$ cat src/rtl/tlb_op_unit_if.sv
// tlb_op_unit_if -- op request bus from the memory stage to tlb_op_unit.
//   op_valid / op_ready : request handshake (transfer on op_valid & op_ready)
//   op_type             : 0=TLBWI, 1=TLBWR, 2=TLBR, 3=TLBP
//   cp0_index           : CP0 Index.index
//   cp0_entryhi         : {vpn2[18:0], asid[7:0]}
//   cp0_entrylo0/1      : {pfn, c[2:0], d, v, g}
// Modports: master = pipeline side, slave = tlb_op_unit side.
interface tlb_op_unit_if #(
  parameter int IDX_W = 4
);
  logic             op_valid;
  logic             op_ready;
  logic [1:0]       op_type;
  logic [IDX_W-1:0] cp0_index;
  logic [26:0]      cp0_entryhi;
  logic [24:0]      cp0_entrylo0;
  logic [24:0]      cp0_entrylo1;

  modport master (
    output op_valid, op_type, cp0_index, cp0_entryhi, cp0_entrylo0, cp0_entrylo1,
    input  op_ready
  );

  modport slave (
    input  op_valid, op_type, cp0_index, cp0_entryhi, cp0_entrylo0, cp0_entrylo1,
    output op_ready
  );
endinterface

$ cat src/rtl/tlb_op_unit.sv
// tlb_op_unit -- executes TLBWI / TLBWR / TLBR / TLBP and owns CP0 Random.
// Ports:
//   clk, resetn        : clock, synchronous active-low reset
//   op (slave)         : op request bus (see tlb_op_unit_if)
//   wired_we/_wdata    : CP0 Wired write
//   random             : CP0 Random value
//   tlbw_valid/addr/data : TLB table write port
//   tlbra / tlbrd      : TLB table read address / combinational read data
//   probe_hit/index    : probe LUT result for EntryHi
//   wb_*               : CP0 writeback (wb_sel 0 = EntryHi/Lo0/Lo1, 1 = Index)
//   done               : op complete pulse
//   machine_check      : duplicate-entry pulse
// Optional feature: define TLB_MACHINE_CHECK_EN to suppress a TLB write whose
// EntryHi already matches a different entry and pulse machine_check instead.
// Entry packing (MSB first): vpn2[18:0], asid[7:0], g, pfn0[19:0], c0, d0, v0,
// pfn1[19:0], c1, d1, v1. EntryLo is 25 bits wide, so it carries only the low
// 19 PFN bits; the PFN MSB in the entry is written as zero and dropped on read.
module tlb_op_unit #(
  parameter int TLB_ENTRIES = 16,
  parameter int IDX_W       = $clog2(TLB_ENTRIES),
  parameter int ENTRY_W     = 78
) (
  input  logic               clk,
  input  logic               resetn,
  tlb_op_unit_if.slave       op,
  input  logic               wired_we,
  input  logic [IDX_W-1:0]   wired_wdata,
  output logic [IDX_W-1:0]   random,
  output logic               tlbw_valid,
  output logic [IDX_W-1:0]   tlbw_addr,
  output logic [ENTRY_W-1:0] tlbw_data,
  output logic [IDX_W-1:0]   tlbra,
  input  logic [ENTRY_W-1:0] tlbrd,
  input  logic               probe_hit,
  input  logic [IDX_W-1:0]   probe_index,
  output logic               wb_valid,
  output logic               wb_sel,
  output logic [26:0]        wb_entryhi,
  output logic [24:0]        wb_entrylo0,
  output logic [24:0]        wb_entrylo1,
  output logic [IDX_W:0]     wb_index,
  output logic               done,
  output logic               machine_check
);

  localparam logic [1:0] OP_TLBWI = 2'd0;
  localparam logic [1:0] OP_TLBWR = 2'd1;
  localparam logic [1:0] OP_TLBR  = 2'd2;
  localparam logic [1:0] OP_TLBP  = 2'd3;
  localparam logic [IDX_W-1:0] RAND_TOP = IDX_W'(TLB_ENTRIES - 1);

  typedef enum logic [1:0] {S_IDLE, S_EXEC, S_PROBE, S_DONE} state_t;

  state_t state_reg, state_next;

  logic [1:0]         op_type_reg;
  logic [IDX_W-1:0]   random_reg, wired_reg;
  logic               tlbw_valid_reg;
  logic [IDX_W-1:0]   tlbw_addr_reg, tlbra_reg;
  logic [ENTRY_W-1:0] tlbw_data_reg;
  logic               wb_valid_reg, wb_sel_reg, done_reg;
  logic [26:0]        wb_entryhi_reg;
  logic [24:0]        wb_entrylo0_reg, wb_entrylo1_reg;
  logic [IDX_W:0]     wb_index_reg;

  logic               accept;
  logic               is_write;
  logic [ENTRY_W-1:0] wr_entry;
  logic [24:0]        rd_lo [2];
  logic               unused_pfn_msb;

  assign accept      = op.op_valid && (state_reg == S_IDLE);
  assign op.op_ready = (state_reg == S_IDLE);
  assign is_write    = (op_type_reg == OP_TLBWI) || (op_type_reg == OP_TLBWR);

  // The entry holds a single global bit: set only if both halves are global.
  assign wr_entry = {op.cp0_entryhi,
                     op.cp0_entrylo0[0] & op.cp0_entrylo1[0],
                     1'b0, op.cp0_entrylo0[24:1],
                     1'b0, op.cp0_entrylo1[24:1]};

  // Rebuild EntryLo0/1 from the read entry; the shared g bit goes to both.
  genvar gi;
  generate
    for (gi = 0; gi < 2; gi++) begin : g_rd_lo
      assign rd_lo[gi] = {tlbrd[48 - 25*gi -: 24], tlbrd[50]};
    end
  endgenerate
  assign unused_pfn_msb = tlbrd[49] ^ tlbrd[24];

  always_ff @(posedge clk) begin
    if (!resetn) state_reg <= S_IDLE;
    else         state_reg <= state_next;
  end

  always_comb begin
    state_next = state_reg;
    case (state_reg)
      S_IDLE:  if (accept) state_next = S_EXEC;
      S_EXEC:  state_next = (op_type_reg == OP_TLBP) ? S_PROBE : S_DONE;
      S_PROBE: state_next = S_DONE;
      S_DONE:  state_next = S_IDLE;
      default: state_next = S_IDLE;
    endcase
  end

  // Random counts down through [wired, TOP]; at or below wired it wraps to TOP,
  // which also pins it at TOP when wired >= TOP.
  always_ff @(posedge clk) begin
    if (!resetn) begin
      random_reg <= RAND_TOP;
      wired_reg  <= '0;
    end else if (wired_we) begin
      random_reg <= RAND_TOP;
      wired_reg  <= wired_wdata;
    end else if (random_reg <= wired_reg) begin
      random_reg <= RAND_TOP;
    end else begin
      random_reg <= random_reg - 1'b1;
    end
  end

`ifdef TLB_MACHINE_CHECK_EN
  logic mc_pend_reg, mc_reg;
  always_ff @(posedge clk) begin
    if (!resetn) begin
      mc_pend_reg <= 1'b0;
      mc_reg      <= 1'b0;
    end else begin
      mc_reg <= 1'b0;
      if (state_reg == S_EXEC)
        mc_pend_reg <= is_write && probe_hit && (probe_index != tlbw_addr_reg);
      if (state_reg == S_DONE) begin
        mc_reg      <= mc_pend_reg;
        mc_pend_reg <= 1'b0;
      end
    end
  end
  assign machine_check = mc_reg;
`else
  assign machine_check = 1'b0;
`endif

  always_ff @(posedge clk) begin
    if (!resetn) begin
      op_type_reg     <= OP_TLBWI;
      tlbw_valid_reg  <= 1'b0;
      tlbw_addr_reg   <= '0;
      tlbw_data_reg   <= '0;
      tlbra_reg       <= '0;
      wb_valid_reg    <= 1'b0;
      wb_sel_reg      <= 1'b0;
      wb_entryhi_reg  <= '0;
      wb_entrylo0_reg <= '0;
      wb_entrylo1_reg <= '0;
      wb_index_reg    <= '0;
      done_reg        <= 1'b0;
    end else begin
      tlbw_valid_reg <= 1'b0;
      wb_valid_reg   <= 1'b0;
      done_reg       <= 1'b0;
      case (state_reg)
        S_IDLE: begin
          if (accept) begin
            op_type_reg <= op.op_type;
            // Write target is fixed here, so TLBWR uses Random as seen at acceptance.
            if (op.op_type == OP_TLBWI || op.op_type == OP_TLBWR) begin
              tlbw_addr_reg <= (op.op_type == OP_TLBWR) ? random_reg : op.cp0_index;
              tlbw_data_reg <= wr_entry;
            end
            if (op.op_type == OP_TLBR) tlbra_reg <= op.cp0_index;
          end
        end
        S_EXEC: begin
          if (is_write) begin
`ifdef TLB_MACHINE_CHECK_EN
            tlbw_valid_reg <= !(probe_hit && (probe_index != tlbw_addr_reg));
`else
            tlbw_valid_reg <= 1'b1;
`endif
          end else if (op_type_reg == OP_TLBR) begin
            wb_sel_reg      <= 1'b0;
            wb_entryhi_reg  <= tlbrd[77:51];
            wb_entrylo0_reg <= rd_lo[0];
            wb_entrylo1_reg <= rd_lo[1];
          end
        end
        S_PROBE: begin
          wb_sel_reg   <= 1'b1;
          wb_index_reg <= {~probe_hit, probe_hit ? probe_index : {IDX_W{1'b0}}};
        end
        S_DONE: begin
          done_reg     <= 1'b1;
          wb_valid_reg <= (op_type_reg == OP_TLBR) || (op_type_reg == OP_TLBP);
        end
        default: ;
      endcase
    end
  end

  assign random      = random_reg;
  assign tlbw_valid  = tlbw_valid_reg;
  assign tlbw_addr   = tlbw_addr_reg;
  assign tlbw_data   = tlbw_data_reg;
  assign tlbra       = tlbra_reg;
  assign wb_valid    = wb_valid_reg;
  assign wb_sel      = wb_sel_reg;
  assign wb_entryhi  = wb_entryhi_reg;
  assign wb_entrylo0 = wb_entrylo0_reg;
  assign wb_entrylo1 = wb_entrylo1_reg;
  assign wb_index    = wb_index_reg;
  assign done        = done_reg;

endmodule
$ cat src/flat_wrapper.sv
// flat-port wrapper written by rule: the top's interface ports become plain ports
module tlb_op_unit_flat 
#(
  parameter int TLB_ENTRIES = 16,
  parameter int IDX_W       = $clog2(TLB_ENTRIES),
  parameter int ENTRY_W     = 78
)
  (clk, resetn, wired_we, wired_wdata, random, tlbw_valid, tlbw_addr, tlbw_data, tlbra, tlbrd, probe_hit, probe_index, wb_valid, wb_sel, wb_entryhi, wb_entrylo0, wb_entrylo1, wb_index, done, machine_check, op_op_valid, op_op_type, op_cp0_index, op_cp0_entryhi, op_cp0_entrylo0, op_cp0_entrylo1, op_op_ready);
  tlb_op_unit_if #(.IDX_W(IDX_W)) op_i ();
  input  logic clk;
  input  logic resetn;
  input  logic wired_we;
  input  logic [IDX_W-1:0] wired_wdata;
  output logic [IDX_W-1:0] random;
  output logic tlbw_valid;
  output logic [IDX_W-1:0] tlbw_addr;
  output logic [ENTRY_W-1:0] tlbw_data;
  output logic [IDX_W-1:0] tlbra;
  input  logic [ENTRY_W-1:0] tlbrd;
  input  logic probe_hit;
  input  logic [IDX_W-1:0] probe_index;
  output logic wb_valid;
  output logic wb_sel;
  output logic [26:0] wb_entryhi;
  output logic [24:0] wb_entrylo0;
  output logic [24:0] wb_entrylo1;
  output logic [IDX_W:0] wb_index;
  output logic done;
  output logic machine_check;
  input wire logic [$bits(op_i.op_valid)-1:0] op_op_valid;
  input wire logic [$bits(op_i.op_type)-1:0] op_op_type;
  input wire logic [$bits(op_i.cp0_index)-1:0] op_cp0_index;
  input wire logic [$bits(op_i.cp0_entryhi)-1:0] op_cp0_entryhi;
  input wire logic [$bits(op_i.cp0_entrylo0)-1:0] op_cp0_entrylo0;
  input wire logic [$bits(op_i.cp0_entrylo1)-1:0] op_cp0_entrylo1;
  output wire logic [$bits(op_i.op_ready)-1:0] op_op_ready;
  assign op_i.op_valid = op_op_valid;
  assign op_i.op_type = op_op_type;
  assign op_i.cp0_index = op_cp0_index;
  assign op_i.cp0_entryhi = op_cp0_entryhi;
  assign op_i.cp0_entrylo0 = op_cp0_entrylo0;
  assign op_i.cp0_entrylo1 = op_cp0_entrylo1;
  assign op_op_ready = op_i.op_ready;
  tlb_op_unit #(.TLB_ENTRIES(TLB_ENTRIES), .IDX_W(IDX_W), .ENTRY_W(ENTRY_W)) u_core (.clk(clk), .resetn(resetn), .op(op_i), .wired_we(wired_we), .wired_wdata(wired_wdata), .random(random), .tlbw_valid(tlbw_valid), .tlbw_addr(tlbw_addr), .tlbw_data(tlbw_data), .tlbra(tlbra), .tlbrd(tlbrd), .probe_hit(probe_hit), .probe_index(probe_index), .wb_valid(wb_valid), .wb_sel(wb_sel), .wb_entryhi(wb_entryhi), .wb_entrylo0(wb_entrylo0), .wb_entrylo1(wb_entrylo1), .wb_index(wb_index), .done(done), .machine_check(machine_check));
endmodule
$ cat config.mk
export PLATFORM = sky130hd
export DESIGN_NAME = tlb_op_unit_flat
export DESIGN_NICKNAME = d
export VERILOG_FILES = /design/src/rtl/tlb_op_unit_if.sv /design/src/rtl/tlb_op_unit.sv /design/src/flat_wrapper.sv
export SDC_FILE = /design/constraint.sdc
export NUM_CORES = 1
export LEC_CHECK = 0
export ABC_AREA = 1
export BUFFER_PORTS_ARGS = -buffer_cell sky130_fd_sc_hd__buf_2
export CAP_MARGIN = 25
export CELL_PAD_IN_SITES_DETAIL_PLACEMENT = 1
export CELL_PAD_IN_SITES_GLOBAL_PLACEMENT = 1
export CORE_MARGIN = 2
export CORE_UTILIZATION = 34
export DETAILED_ROUTE_END_ITERATION = 16
export HOLD_SLACK_MARGIN = 0.15
export PLACE_DENSITY_LB_ADDON = 0.1
export SETUP_SLACK_MARGIN = 0.02
export SLEW_MARGIN = 20
export SYNTH_ARGS = -nofsm -noshare
export SYNTH_HDL_FRONTEND = slang
export SYNTH_SLANG_ARGS = --single-unit
export TNS_END_PERCENT = 20
$ cat constraint.sdc
create_clock -name clk -period 3.08 [get_ports clk]
set_input_delay 0.616 -clock clk [delete_from_list [all_inputs] [get_ports clk]]
set_output_delay 0.616 -clock clk [all_outputs]
set_load 0.1 [all_outputs]
Word level (Yosys, flattened, before mapping):

Cells that the tools add are included.

* reductions and logical operators: 16
* multiplexer cells: 10
* add/sub/neg operators: 1
* $lt $le $gt $ge: 1
* bitwise logic cells: 4
* eq/ne operators: 11

Operator list (number)
* $reduce_and A3 Y1: 4
* $eq A2 B2 Y1 const B: 5
* $mux W4: 2
* $pmux W2 S4: 1
* $eq A2 B1 Y1 const B: 3
* $logic_not A2 Y1: 3
* $reduce_and A2 Y1: 3
* $mux W1: 5
* $le A4 B4 Y1: 1
* $ne A2 B1 Y1 const B: 2
* $sub A4 B1 Y4 const B: 1
* $logic_or A1 B1 Y1: 3
* $not A1 Y1: 3
* $reduce_or A3 Y1: 1
* $mux W2: 1
* $ne A2 B2 Y1 const B: 1
* $pmux W1 S2: 1
* $reduce_bool A2 Y1: 1
* $and A1 B1 Y1: 1
* $logic_and A1 B1 Y1: 1

* output and inout port bits: 178
* register bits: 182
* bits of input ports: 174
* word-level logic and storage cells: 58

Logic depth before layout (Yosys ltp):

Gate-level depths: netlist of run 1.

* word-level depth: 4
* mapped depth: 8

Worst setup path before layout of run 1:

No wires, ideal clock.

* kind: register -> register
* from: register u_core.state_reg[0]
* to: register u_core.tlbw_data_reg[50], in the netlist u_core.tlbw_data[50]
* data arrival time: 2.046 ns
* path buffers: 1
* setup time: 0.132 ns
* data required time: 2.948 ns
* path slack: 0.901 ns
* stages on the path, launching flop included: 9
* path through: dfxtp_1 > inv_1 > ha_1 > nand2_4 > nor2_8 > inv_6 > clkbuf_8 > nand2_1 > a21oi_1

* word-level cells in the longest chain between the ends: 3

Ends and longest elaborated chain
* start: declaration: RTL line tlb_op_unit.sv:54 `state_t state_reg, state_next;`
* start signal: assignment: RTL line tlb_op_unit.sv:93 `else state_reg <= state_next;`
* $logic_not A2 Y1 (*)
* via op_op_ready: RTL line flat_wrapper.sv:36 `output wire logic [$bits(op_i.op_ready)-1:0] op_op_ready;`
* $logic_and A1 B1 Y1: RTL line tlb_op_unit.sv:72 `assign accept = op.op_valid && (state_reg == S_IDLE);`
* $reduce_and A3 Y1 (no line) (*)
* end signal: assignment: RTL line tlb_op_unit.sv:169 `tlbw_data_reg <= wr_entry;`
* end: declaration: RTL line tlb_op_unit.sv:60 `logic [ENTRY_W-1:0] tlbw_data_reg;`

The timed path passes the listed nets; every way through them passes the cells marked *.
A chain may end at the register's enable or synchronous reset.

Worst setup path after layout of run 1:

* from: register u_core.state_reg[0]
* to: output op_op_ready

* word-level cells in the longest chain between the ends: 1

Ends and longest elaborated chain
* $logic_not A2 Y1: RTL line tlb_op_unit.sv:73 `assign op.op_ready = (state_reg == S_IDLE);`
* end: declaration: RTL line flat_wrapper.sv:36

Every way passes these cells.

==> results of run 1 <==
==> cells by family after synthesis <==
kind of cell | count (synthesis) | synth area share
buffers and inverters | 155 | 0.118
adder cells (fa/ha/maj) | 10 | 0.0184
AO/OA/AOI/OAI | 253 | 0.186
flip-flops | 181 | 0.531
other | 1 | 0.000550
AND/OR/NAND/NOR | 231 | 0.144
XOR/XNOR | 1 | 0.00128
==> cells in the final DEF, fill, tap and decap left out, drive strengths merged <==
cell and n:
clkinv 5, o21bai 1, nor3 2, inv 104, diode 1, a21oi 93
nand3 18, nor2 168, nand2 42, clkinvlp 2, xnor2 1, nand4 1
ha 10, a211oi 1, o21ai 158, dfxtp 181, conb 3, buf 351
clkbuf 19
==> per-stage QoR <==
stage	utilization	total power, µW
3_5_place_dp	0.435	7220
3_3_place_gp	0.435	7200
4_1_cts	0.462	9250
6_report	0.462	9160
2_1_floorplan	-	6590
5_1_grt	0.462	9580
==> how the worst max path moves through the flow <==
| stage | cells after the start | from | endpoint |
|---|---|---|---|
| finish | 3 | u_core.state_reg[0] | op_op_ready |
| global route | 3 | u_core.state_reg[0] | op_op_ready |
| detailed placement | 4 | resetn | u_core.random[0] |
| global placement | 4 | resetn | u_core.random[2] |
| floorplan | 8 | u_core.state_reg[0] | u_core.tlbw_data[50] |
| CTS | 3 | u_core.state_reg[1] | op_op_ready |
==> critical path: cells and delay by family (launching register included) <==
| kind | cells | cell delay, ps |
|---|---|---|
| buf+inv | 2 | 600 |
| flops | 1 | 350 |
| fa+ha+maj | 1 | 270 |
==> synthesized netlist by cell type (all sizes together) <==
master  instances  area, µm²
o21ai         158        791
inv           100        380
xnor2           1       8.76
a21oi          93        465
ha             10        125
nand2          42        165
buf            31        245
o21bai          1       7.51
clkbuf         24        178
nand3          18        103
nor3            2       21.3
nand4           1       6.26
dfxtp         181       3620
a211oi          1       7.51
nor2          168        687
conb            1       3.75
==> per-layer routing <==
layer  routed length [µm]  vias up  global-route usage
li1                     -     3282                   -
met1                 9480     2951               0.245
met2                10100      229               0.332
met3                 1690       16              0.0674
met4                  269        0              0.0578
met5                    0        -                   0
==> layout make-up <==
type | count | area, µm²
sequential | 181 | 3620
multi-input combinational | 498 | 2400
fill | 2527 | 10500
timing repair buffer | 351 | 1800
tap | 265 | 332
clock buffer | 19 | 443
clock inverter | 11 | 78.8
inverter | 100 | 380
antenna | 1 | 2.50
==> where the power goes <==
group | leakage [µW] | switching (µW) | internal, µW
Sequential | 0.00148 | 181 | 2740
Clock | 0.000256 | 947 | 1050
Combinational | 0.00276 | 3620 | 615
Total | 0.00449 | 4750 | 4400
==> run_results.csv, run 1 <==
group,metric,value,unit
clocking,clk_pin_slew_worst_paths,70,ps
worst_hold_path,hold_start,"op_cp0_entryhi[25]",
worst_hold_path,worstHoldEndpoint,"u_core.tlbw_data[76]",
critical_path,r2r-start,"u_core.state_reg[1]",
place,hpwl,15400,µm
sta,clock-skew-final,10.2,ps
synth,avgSynthCellArea,8.19,µm²
final_layout,largest_reg_flops,76,
place,place_inst,1395,
critical_path,critPathCaptureType,"primary output",
critical_path,start_kind,"flop",
clocking,worstSkewPairLatency,420,ps
grt,grt_pass1_wl,33900,µm
routing,wl_per_cell,15.1,µm
critical_path,crit_path_top_delay_cell,"buf_2",
final_layout,nNetsFinal,1333,
critical_path,slowest_delay,480,ps
sta,tns,0,ps
clocking,clockBufferDepth,2,
synth,ys_ff_latch,181,
floorplan,initial_utilization,0.348,
grt,grt.overflow.total,0,
routing,viasPerCell,4.54,
place,placed_area,0.00853,mm²
clocking,htree_levels,4,
sta,slew_headroom,0.545,
sta,finalHoldViolations,0,
synth,ys_types,27,
worst_hold_path,hp-class,"input pin to flop",
clocking,post_cts_resize_count,0,
critical_path,cp_max_fo,5,
pwr,vdd_drop_max,0.393,mV
place,portBuffers,346,
sta,finalWorstSetupSlack,829,ps
floorplan,core,0.0196,mm²
sta,rsz0062_at_grt,"false",
critical_path,r2r_setup_slack,1030,ps
final_layout,syn_to_final_growth,32.8,%
routing,vias,6478,
clocking,cts_setup_buffers,0,
floorplan,die_w,146,µm
final_layout,fin_area,0.00905,mm²
pwr,powerDensity,1010,mW/mm²
clocking,cts_tree,"built",
grt,grt_start_max_net_pins,97,
grt,antenna_found_initial,1,
final_layout,layout.cells.non_filler,1426,
flow_run,maxCapViolCount,0,
sta,setup_viol,0,
routing,firstDrtPassIters,4,
floorplan,core.rowCount,51,
critical_path,path_cells,"inv_1 > ha_1 > buf_2",
critical_path,reg2regPathDepth,6,
sta,tightestPinTransition,682,ps
routing,drt_wl_total,21600,µm
clocking,clkSinkCount,181,
sta,whs,413,ps
place,gp_routability_congestion,0.776,
clocking,cts_buffers,17,
floorplan,fp.dieH,146,µm
critical_path,timing.rr.end,"u_core.wb_entryhi[10]",
worst_hold_path,hold_depth,3,
pwr,leakagePower,0.00449,µW
routing,ant_nets,0,
synth,syn_area,0.00682,mm²
sta,finalCritPeriodShare,0.731,
clocking,root_buffer,"clkbuf_16",
sta,period_minus_slack,2250,ps
synth,syn_inst,832,
grt,grt_pass1_vias,6279,
synth,ys_seq_area_frac,0.531,
place,dpl_worst_slack,953,ps
floorplan,die_area,0.0212,mm²
critical_path,worstSetupPathType,"flop to primary output",
floorplan,ios,352,
sta,maxClockFrequency,444,MHz
critical_path,cp.required,2460,ps
synth,ys.warnings.count,0,
final_layout,layout-drive-gt1-share,0.346,
grt,track_usage,0.199,
routing,drc,0,
critical_path,cp.arrival,1630,ps
sta,drv_slew,0,
routing,drtIter0Drc,157,
status,outcome,"completed",
clocking,postCtsHoldBufs,0,
Power figures use the tool's default switching activity.
==> run 2, diff against run 1 <==
--- a/config.mk
+++ b/config.mk
@@ -11,7 +11,7 @@
 export CELL_PAD_IN_SITES_DETAIL_PLACEMENT = 1
 export CELL_PAD_IN_SITES_GLOBAL_PLACEMENT = 1
 export CORE_MARGIN = 2
-export CORE_UTILIZATION = 34
+export CORE_UTILIZATION = 31
 export DETAILED_ROUTE_END_ITERATION = 16
 export HOLD_SLACK_MARGIN = 0.15
 export PLACE_DENSITY_LB_ADDON = 0.1
==> constraint.sdc (replaced) <==
create_clock -name clk -period 2.3 [get_ports clk]
set_input_delay 0.46 -clock clk [delete_from_list [all_inputs] [get_ports clk]]
set_output_delay 0.46 -clock clk [all_outputs]
set_load 0.1 [all_outputs]
==> run 2 against run 1 <==
Against the previous run:
- non-clock buffer count is 3 higher
- critical path type unchanged
- total power is 37% higher
- combinational power is 34% higher
- sequential share of layout area is 0.59 points lower
- die area is 9.4% higher
- first-iteration DRC count is 71% higher
- sequential power is 34% higher
- largest cell class unchanged
==> run_results.csv, run 2 (synthesis gave the netlist of run 1 again) <==
group,metric,value,unit
sta,slew_headroom,0.528,
final_layout,nNetsFinal,1336,
sta,rsz0062_at_grt,"false",
floorplan,die_area,0.0232,mm²
floorplan,core.rowCount,54,
routing,vias,6534,
clocking,post_cts_resize_count,0,
place,gp_routability_congestion,0.736,
final_layout,syn_to_final_growth,34.8,%
critical_path,critPathCaptureType,"primary output",
clocking,clk_pin_slew_worst_paths,80,ps
flow_run,maxCapViolCount,0,
final_layout,multi_input_area,0.00240,mm²
sta,setup_viol,0,
final_layout,diodes,0,
grt,track_usage,0.185,
sta,drv_slew,0,
final_layout,largest_reg_flops,76,
grt,grt_pass1_wl,34600,µm
final_layout,layout_common_cells,"345 x buf_2, 181 x dfxtp_1, 151 x nor2_1, 145 x o21ai_0, 99 x inv_1",
sta,finalCritPeriodShare,0.922,
status,outcome,"completed",
floorplan,die_w,152,µm
floorplan,core,0.0217,mm²
clocking,cts_setup_buffers,0,
sta,finalHoldViolations,0,
place,dpl_worst_slack,436,ps
critical_path,worstSetupPathType,"flop to primary output",
final_layout,layout-drive-gt1-share,0.349,
clocking,clockBufferDepth,2,
place,place_inst,1413,
clocking,root_buffer,"clkbuf_16",
routing,wl_per_cell,15.1,µm
clocking,clkSinkCount,181,
clocking,postCtsHoldBufs,0,
routing,wirelength_met1,9260,µm
routing,ant_nets,0,
clocking,htree_levels,4,
routing,firstDrtPassIters,4,
routing,drc,0,
place,portBuffers,346,
critical_path,start_kind,"flop",
floorplan,initial_utilization,0.314,
floorplan,fp.dieH,152,µm
final_layout,final_common_cell,"buf_2",
final_layout,regArea,0.00362,mm²
sta,tns,0,ps
grt,grt_start_max_net_pins,87,
sta,finalWorstSetupSlack,179,ps
routing,wl_met2,10500,µm
final_layout,fill_cells,2762,
routing,routed.top_layer,"met4",
sta,tightestPinTransition,708,ps
floorplan,ios,352,
final_layout,layout.cells.non_filler,1444,
grt,grt.overflow.total,0,
sta,clock-skew-final,14.4,ps
sta,maxClockFrequency,471,MHz
routing,drt_wl_total,21800,µm
clocking,cts_tree,"built",
clocking,cts_buffers,17,
pwr,powerDensity,1370,mW/mm²
routing,dr_wl_met3,1910,µm
grt,antenna_found_initial,1,
worst_hold_path,hp-class,"input pin to flop",
sta,period_minus_slack,2120,ps
critical_path,cp_max_fo,5,
critical_path,cp.arrival,1660,ps
place,hpwl,15800,µm
critical_path,cp.required,1840,ps
routing,viasPerCell,4.52,
clocking,worstSkewPairLatency,430,ps
pwr,leakagePower,0.00454,µW
routing,drtIter0Drc,268,
pwr,vdd_drop_max,0.549,mV
grt,grt_pass1_vias,6374,
==> run 2: changes by cell type in the layout (fill, tap and decap cells not counted), sizes merged <==
cell,change
bufinv,+2
clkinvlp,+1
clkinv,-3
inv,+1
diode,-1
buf,+3
==> run 2: power by group <==
part	internal, µW	switching (µW)	total (µW)
sequential	3670	253	3920
combinational	841	4850	5690
clock	1670	1300	2970
total	6180	6410	12600
==> run 2: final timing paths <==
check	start	to	slack, ps	cells after the start
worst min register to register	u_core.random[0]	u_core.random[0]	430	1
worst max register to register	u_core.state_reg[1]	u_core.wb_entrylo0[1]	470	6
worst min-delay path	op_cp0_entrylo0[1]	u_core.tlbw_data[25]	250	3
worst max-delay path	u_core.state_reg[0]	op_op_ready	180	3
==> run 2: routing by layer <==
layer	vias to the layer above	GRT usage
met2	238	0.309
met3	14	0.0725
met4	0	0.0467
met1	2996	0.224
met5	-	0
li1	3286	-
==> run 2: final cells by class <==
| class | count | share of cell area |
|---|---|---|
| clock buffers | 19 | 0.0493 |
| clock inverters | 12 | 0.0152 |
| inverters | 100 | 0.0414 |
| multi-input cells | 498 | 0.261 |
| flip-flops and latches | 181 | 0.394 |
| well taps | 280 | 0.0381 |
| repair buffers | 354 | 0.201 |
==> run 2: metrics by stage <==
step / power (µW) / cell area [µm²] / utilization / hold WS, ps
final: 12600 / 9190 / 0.424 / 247
after global routing: 13200 / 9190 / 0.424 / 237
after CTS: 12800 / 9190 / 0.424 / 228
after detailed placement: 9730 / 8600 / 0.396 / 419
after global placement: 9680 / 8600 / 0.396 / 412
after floorplan: 8830 / 6830 / - / 437
==> run 2: worst max-delay path, cell delays in order, from the launching register on <==
cell	delay (ps)
dfxtp_1	350
inv_1	120
ha_1	280
buf_2	480
==> run 3, diff against run 2 <==
--- a/config.mk
+++ b/config.mk
@@ -5,13 +5,12 @@
 export SDC_FILE = /design/constraint.sdc
 export NUM_CORES = 1
 export LEC_CHECK = 0
-export ABC_AREA = 1
 export BUFFER_PORTS_ARGS = -buffer_cell sky130_fd_sc_hd__buf_2
 export CAP_MARGIN = 25
 export CELL_PAD_IN_SITES_DETAIL_PLACEMENT = 1
 export CELL_PAD_IN_SITES_GLOBAL_PLACEMENT = 1
 export CORE_MARGIN = 2
-export CORE_UTILIZATION = 31
+export CORE_UTILIZATION = 32
 export DETAILED_ROUTE_END_ITERATION = 16
 export HOLD_SLACK_MARGIN = 0.15
 export PLACE_DENSITY_LB_ADDON = 0.1
==> run 3 against run 2 <==
Against the previous run:
- setup slack better by 29 ps
- highest routed layer is now met5
- critical endpoint unchanged
- die area is 0.72% lower
- clock skew is 2.0 ps lower
- largest power group is now sequential cells
- critical path type unchanged
==> run_results.csv, run 3 <==
group,metric,value,unit
critical_path,slowest_delay,460,ps
synth,ys_types,34,
critical_path,cp_max_fo,6,
critical_path,timing.rr.end,"u_core.tlbw_data[72]",
sta,rsz0062_at_grt,"false",
grt,grt_start_max_net_pins,81,
final_layout,fill_cells,2695,
synth,avgSynthCellArea,8.74,µm²
pwr,leakagePower,0.00431,µW
sta,clock-skew-final,12.4,ps
floorplan,fp.dieH,152,µm
grt,grt.overflow.total,0,
routing,vias,6261,
final_layout,fin_area,0.00950,mm²
place,place_inst,1376,
critical_path,cp.depth,3,
routing,drt_wl_total,21200,µm
grt,antenna_found_initial,5,
synth,synth_top_area_cell,"dfxtp_1",
critical_path,cp.required,1840,ps
status,outcome,"completed",
final_layout,fin_util,0.439,
pwr,vdd_drop_max,0.470,mV
clocking,clockBufferDepth,2,
routing,ant_nets,0,
place,dpl_worst_slack,484,ps
final_layout,layout_common_cells,"345 x buf_2, 315 x nand2_1, 181 x dfxtp_1, 103 x a21boi_0, 60 x a21boi_1",
sta,maxClockFrequency,478,MHz
clocking,clkSinkCount,181,
sta,finalWorstSetupSlack,208,ps
clocking,htree_levels,4,
sta,drv_slew,0,
sta,tightestPinTransition,534,ps
floorplan,die_area,0.0230,mm²
clocking,cts_buffers,17,
routing,drtIter0Drc,200,
grt,grt_pass1_vias,6000,
synth,synth_common_cells,"315 x nand2_1, 181 x dfxtp_1, 103 x a21boi_0",
grt,grt_pass1_wl,31900,µm
routing,drc,0,
clocking,cts_setup_buffers,0,
floorplan,core,0.0216,mm²
final_layout,nNetsFinal,1299,
final_layout,multi_input_area,0.00298,mm²
floorplan,ios,352,
final_layout,largest_reg_flops,76,
final_layout,syn_to_final_growth,35.9,%
floorplan,core.rowCount,54,
synth,yosysMostFrequentCell,"nand2_1",
routing,firstDrtPassIters,6,
clocking,root_buffer,"clkbuf_16",
place,portBuffers,346,
critical_path,r2r_setup_slack,500,ps
worst_hold_path,hp-class,"input pin to flop",
grt,track_usage,0.178,
place,hpwl,15200,µm
critical_path,crit_family,"buffers and inverters",
synth,ys_ff_latch,181,
final_layout,regArea,0.00362,mm²
worst_hold_path,hold_depth,3,
clocking,post_cts_resize_count,0,
place,gp_routability_congestion,0.749,
sta,slew_headroom,0.646,
sta,period_minus_slack,2090,ps
flow_run,maxCapViolCount,0,
sta,tns,0,ps
place,placed_area,0.00886,mm²
synth,yosysTopAreaCellShare,0.519,
critical_path,reg2regPathDepth,7,
worst_hold_path,hold_start,"tlbrd[73]",
routing,wl_per_cell,15.1,µm
critical_path,start_kind,"flop",
clocking,cts_tree,"built",
final_layout,final_common_cell,"buf_2",
clocking,worstSkewPairLatency,430,ps
sta,setup_viol,0,
synth,synth-main-ff-cell,"dfxtp_1",
worst_hold_path,worstHoldEndpoint,"u_core.wb_entryhi[22]",
critical_path,worstSetupPathType,"flop to primary output",
floorplan,initial_utilization,0.323,
synth,synth-edff-count,0,
synth,syn_inst,799,
clocking,clk_pin_slew_worst_paths,70,ps
synth,synthArstFlopShare,0,
sta,finalCritPeriodShare,0.910,
synth,syn_area,0.00699,mm²
final_layout,layout-drive-gt1-share,0.346,
critical_path,critPathCaptureType,"primary output",
clocking,postCtsHoldBufs,0,
critical_path,crit_path_top_delay_cell,"buf_2",
synth,ys.warnings.count,0,
critical_path,cp.arrival,1630,ps
synth,synth.area.top_cells,"dfxtp_1 52%, nand2_1 17%, a21boi_0 11%, a21boi_1 6.4%, buf_6 2.3%",
critical_path,path_cells,"inv_1 > ha_2 > buf_2",
sta,finalHoldViolations,0,
critical_path,critical_path_buf_inv_count,2,
floorplan,die_w,152,µm
critical_path,r2r-start,"u_core.state_reg[0]",
pwr,powerDensity,1040,mW/mm²
synth,ys_seq_area_frac,0.519,
routing,viasPerCell,4.44,
final_layout,layout.cells.non_filler,1409,
run 3: cells by family after synthesis:
group,count (synthesis),share of synthesized area
AOI/OAI and AO/OA,175,0.188
DFF,181,0.519
xor gates and xnor gates,2,0.00251
other,1,0.000537
adders and majority gates,10,0.0179
and+or+nand+nor,352,0.201
muxes,10,0.0143
buffers and inverters,68,0.0570
run 3: worst register-to-register path, stage by stage, from the launching register on:
cell and delay [ps]:
dfxtp_1 330, inv_1 150, ha_2 270, nand2_2 110, nor2_4 170, buf_12 280
nand2_1 200, a21boi_0 200
run 3: stage by stage:
stage          total power, µW  hold WS (ps)
4_1_cts                  10000           244
5_1_grt                  10300           255
3_5_place_dp              6760           443
3_3_place_gp              6730           438
6_report                  9840           264
2_1_floorplan             6170           434
run 3: layer usage:
metal  part of all wire  vias to the layer above  track usage
met2               0.47                      204        0.301
met1               0.40                     2831        0.199
met3               0.11                       22       0.0877
met4              0.011                        4       0.0440
met5             0.0016                        -            0
li1                   -                     3200            -
run 3: worst max path at each step:
stage / startpoint / end / slack, ps
6_report: u_core.state_reg[0] / op_op_ready / 210
4_1_cts: u_core.state_reg[0] / op_op_ready / 170
3_5_place_dp: u_core.state_reg[0] / u_core.tlbw_data[72] / 480
3_3_place_gp: u_core.state_reg[0] / u_core.tlbw_data[50] / 560
2_1_floorplan: u_core.random[0] / u_core.random[0] / 250
5_1_grt: u_core.state_reg[0] / op_op_ready / 70
run 3: area by class of cell:
cell class / count / share of cell area
Inverter: 9 / 0.00356
Sequential cell: 181 / 0.382
Multi-Input combinational cell: 552 / 0.314
Tap cell: 280 / 0.0369
Clock inverter: 12 / 0.0202
Antenna cell: 2 / 0.000527
Timing Repair Buffer: 354 / 0.197
Clock buffer: 19 / 0.0466
run 3: power breakdown:
part,leakage [µW],switching [µW],total [µW],internal (µW)
combinational,0.00253,2540,3130,588
sequential,0.00147,127,3520,3400
clock,0.000312,1310,3190,1870
total,0.00431,3980,9840,5860
